[config.mk]
export PLATFORM = sky130hd
export DESIGN_NAME = instr_fetch_unit
export DESIGN_NICKNAME = d
export VERILOG_FILES = /design/src/rtl/instr_fetch_unit.sv
export SDC_FILE = /design/constraint.sdc
export NUM_CORES = 1
export LEC_CHECK = 0
export BUFFER_PORTS_ARGS = -buffer_cell sky130_fd_sc_hd__buf_2
export CORE_MARGIN = 3
export CORE_UTILIZATION = 31
export DETAILED_ROUTE_END_ITERATION = 16
export SLEW_MARGIN = 5
export SYNTH_ARGS = -nofsm -noshare
export SYNTH_HDL_FRONTEND = slang
export SYNTH_SLANG_ARGS = --single-unit
[constraint.sdc]
create_clock -name clk -period 2.83 [get_ports clk]
set_input_delay 0.4245 -clock clk [delete_from_list [all_inputs] [get_ports clk]]
set_output_delay 0.4245 -clock clk [all_outputs]
set_load 0.02 [all_outputs]
[src/rtl/instr_fetch_unit.sv]
// Instruction fetch unit: holds PC and MAR, fetches a 24-bit instruction as three bytes over a
// req/ack port, and updates command_word atomically. Optional build macro: FETCH_TIMEOUT_EN.
module instr_fetch_unit #(
  parameter int ADDR_W         = 8,
  parameter int RESET_PC       = 0,
  parameter int PC_STEP        = 3,
  parameter int TIMEOUT_CYCLES = 15
) (
  input  logic              clk,
  input  logic              rst,
  input  logic              pc_load_en,
  input  logic [ADDR_W-1:0] PC_load,
  input  logic              PC_inc,
  input  logic              MAR_load,
  input  logic              IR_load,
  output logic [ADDR_W-1:0] mem_addr,
  output logic              mem_req,
  input  logic [7:0]        mem_rdata,
  input  logic              mem_ack,
  output logic [23:0]       command_word,
  output logic              ir_valid,
  output logic              busy,
  output logic [ADDR_W-1:0] pc,
  output logic              fetch_err
);

  typedef enum logic [2:0] {S_IDLE, S_B0, S_B1, S_B2, S_DONE} state_t;

  state_t            state, state_nxt;
  logic [ADDR_W-1:0] mar;
  logic              ir_load_q;
  logic [23:0]       shadow;
  logic              start;
  logic              abort;

  assign start = IR_load && !ir_load_q;

  always_comb begin
    state_nxt = state;
    mem_req   = 1'b0;
    mem_addr  = '0;
    case (state)
      S_IDLE: if (start) state_nxt = S_B0;
      S_B0: begin
        mem_req  = 1'b1;
        mem_addr = mar;
        if (mem_ack) state_nxt = S_B1;
      end
      S_B1: begin
        mem_req  = 1'b1;
        mem_addr = mar + ADDR_W'(1);
        if (mem_ack) state_nxt = S_B2;
      end
      S_B2: begin
        mem_req  = 1'b1;
        mem_addr = mar + ADDR_W'(2);
        if (mem_ack) state_nxt = S_DONE;
      end
      S_DONE:  state_nxt = S_IDLE;
      default: state_nxt = S_IDLE;
    endcase
    if (abort) state_nxt = S_IDLE;
  end

  always_ff @(posedge clk or posedge rst) begin
    if (rst) begin
      state        <= S_IDLE;
      pc           <= ADDR_W'(RESET_PC);
      mar          <= '0;
      ir_load_q    <= 1'b0;
      command_word <= '0;
      ir_valid     <= 1'b0;
      busy         <= 1'b0;
    end else begin
      state     <= state_nxt;
      ir_load_q <= IR_load;
      if (pc_load_en)  pc <= PC_load;
      else if (PC_inc) pc <= pc + ADDR_W'(PC_STEP);
      // MAR sees the PC from before any same-cycle PC update
      if (MAR_load && !busy) mar <= pc;
      if (state == S_IDLE && start) begin
        busy     <= 1'b1;
        ir_valid <= 1'b0;
      end
      if (state == S_DONE) begin
        command_word <= shadow;
        ir_valid     <= 1'b1;
        busy         <= 1'b0;
      end
      if (abort) busy <= 1'b0;
    end
  end

  // Bytes assemble here so command_word only ever changes as a whole instruction
  always_ff @(posedge clk) begin
    if (mem_req && mem_ack) begin
      case (state)
        S_B0:    shadow[7:0]   <= mem_rdata;
        S_B1:    shadow[15:8]  <= mem_rdata;
        S_B2:    shadow[23:16] <= mem_rdata;
        default: ;
      endcase
    end
  end

`ifdef FETCH_TIMEOUT_EN
  localparam int CNT_W = $clog2(TIMEOUT_CYCLES + 1);

  logic [CNT_W-1:0] wait_cnt;
  logic             fetch_err_q;

  assign abort     = mem_req && !mem_ack && (wait_cnt == CNT_W'(TIMEOUT_CYCLES - 1));
  assign fetch_err = fetch_err_q;

  always_ff @(posedge clk or posedge rst) begin
    if (rst) begin
      wait_cnt    <= '0;
      fetch_err_q <= 1'b0;
    end else begin
      if (!mem_req || mem_ack || abort) wait_cnt <= '0;
      else                              wait_cnt <= wait_cnt + CNT_W'(1);
      if (abort) fetch_err_q <= 1'b1;
    end
  end
`else
  assign abort     = 1'b0;
  assign fetch_err = 1'b0;
`endif

endmodule

==> impl_metrics.toml <==
[status]
status = "finished clean"

[finish]
drive_gt1_share_pct = 41.7
postLayoutCoreUtil_pct = 39.1
syn2layout_area_growth_pct = 22.2
diodes = 0
final_cells = 417
fin_nets = 309

[critical_path]
r2r_end = "command_word[17]"
cp-end-kind = "output port"
required_ps = 2410
slowest_stage = "dfrtp_1"
path_cells = "nand4_2 > or4b_1 > a31oi_1 > buf_2"
crit_path_max_incr_delay_ps = 630
critPathMaxFanout = 16
r2r_slack_ps = 920
r2r_start = "state[1]"
start_kind = "flop"
crit_type = "flop to output port"
arrival_ps = 2040
reg2reg_depth = 4

[routing]
first_pass_iters = 4
wl_mm = 5.52
post_drt_wl_per_cell_um = 13.2
drc = 0
vias = 1839
vias_per_cell = 4.41
ant_nets = 0
drtIter0Drc = 67

[timing]
rsz0062_at_grt = "no"
setup_tns_ps = 0
relSlewSlack_pct = 33.9
slew_viol_final = 0
hold_violations = 0
fin_crit_ps = 2460
setup_viol = 0
worstMarginPinSlew_ps = 991
finalCritPeriodShare_pct = 87.0
fmax_ghz = 0.406
finalClockSkew_ps = 8.06
fin_ws_ps = 368

[power]
power_uw = 3800
power.leakage_uw = 0.00159
cellPowerDensity_nw_per_um2 = 1050
vdd.ir_drop.worst_mv = 0.361

[yosys]
netlist.area_leader.share_pct = 38.9
yosys_warnings = 0
synth_most_common_cell = "dfrtp_1"
avgSynthCellArea_sq_um = 14.0
ys.flop_type = "dfrtp_1"
synth_area_sq_um = 2960
synth_cell_types = 36
ys_seq_elements = 70
syn-instance-count = 212
async_flop_share_pct = 65.7
yosysTopAreaCell = "dfrtp_1"
ys_seq_area_share_pct = 63.2
synthTopCellsByArea = "dfrtp_1 (39%), edfxtp_1 (24%), mux2_4 (9.1%)"
synthTopCellsByCount = "dfrtp_1 (46), edfxtp_1 (24), nand2_1 (19)"
synth_edf_count = 24
syn-num-nets = 238

[clock_tree]
cts.sinks = 70
clock_latency_ps = 340
cts_made_buffers = 9
ctsResizeCount = 0
cts_root_buffer = "clkbuf_8"
cts_tree = "done"
clockBufferDepth = 2
htree_levels = 3
holdBufCountCts = 0
cts.clk_slew.worst_paths_ps = 80
cts_setup_buffers = 0

[global_route]
antenna_found_initial = 0
track_usage_pct = 11.3
grt_pass1_vias = 1905
grt_pass1_wl_mm = 9.49
grt_max_degree = 47
grt_overflow = 0

[placed_design]
gp_congestion = 0.715
pre_cts_ws_ps = 718
io_buffers = 65
post-place-cells = 401
hpwl_mm = 3.89

[floorplanning]
start_util_pct = 32.0
coreArea_sq_um = 9240
pin_count = 67
die-area_sq_um = 10800
rows = 35
die_h_um = 104
die_width_um = 104

[worst_hold_path]
holdCritPathClass = "input port to flop"
hold_end = "ir_load_q"
hold_path_depth = 1
hp-start = "IR_load"

[job]
drv_cap = 0
-- area by class of cell --
type,instances,area [sq um]
clock buffer,9,124
multi-input combinational,129,1020
sequential,70,1870
clock inverter,7,73.8
timing repair buffer,69,355
inverter,4,15.0
fill,892,5620
tap,129,161
-- registers in the layout (all words and copies together), names as in the netlist --
register / cells
pc: 8
shadow: 24
ir_valid: 1
mar: 8
busy: 1
ir_load_q: 1
state: 3
command_word: 24
-- worst max path at each step --
stage	from	to	slack (ps)	depth (start not counted)
global route	state[1]	mem_addr[6]	170	4
floorplan	mar[4]	mem_addr[6]	970	4
CTS	state[1]	mem_addr[6]	320	4
global placement	state[1]	mem_addr[6]	720	4
detailed placement	state[1]	mem_addr[6]	720	4
finish	state[1]	mem_addr[6]	370	4
-- cells in the final DEF (no fill, tap or decap), types with 4 or more instances in the layout --
master and instances:
mux2_2 13, nor3_1 4, xor2_1 7, buf_2 65, mux2_4 18, nand3_1 4
dfrtp_1 46, edfxtp_1 24, nand2_1 19, a21oi_1 6, o21ai_0 14, buf_4 4
xnor2_1 6, clkbuf_8 9, nor2_1 7
-- power breakdown --
part           internal [uW]  switching, uW
Sequential              1370            272
Combinational            625            740
Clock                    408            391
Total                   2400           1400
-- cell families after synthesis --
family | after synthesis | synth area share [%]
XOR/XNOR | 13 | 3.85
buffers and inverters | 13 | 2.62
multiplexers | 32 | 14.4
adder cells (fa/ha/maj) | 3 | 1.27
AO/OA/AOI/OAI | 30 | 5.88
AND/OR/NAND/NOR | 50 | 8.62
other | 1 | 0.127
flip-flops | 70 | 63.2
-- metal layers --
layer / track usage [%] / part of all wire [%]
met2: 18.5 / 48
met3: 4.17 / 6.5
met1: 13.7 / 44
met4: 3.99 / 1.3
met5: 0 / 0
-- worst max-delay path, delay by kind of cell (launching register included) --
kind	cells	cell delay, ps
and+or+nand+nor	2	680
buffers and inverters	1	200
AOI/OAI and AO/OA	1	190
DFF	1	630
-- through the flow --
step	hold slack, ps	area (sq um)
CTS	186	3620
global route	189	3620
global placement	456	3420
detailed placement	461	3420
floorplan	454	2960
finish	211	3620
(Power assumes the default switching activity.)
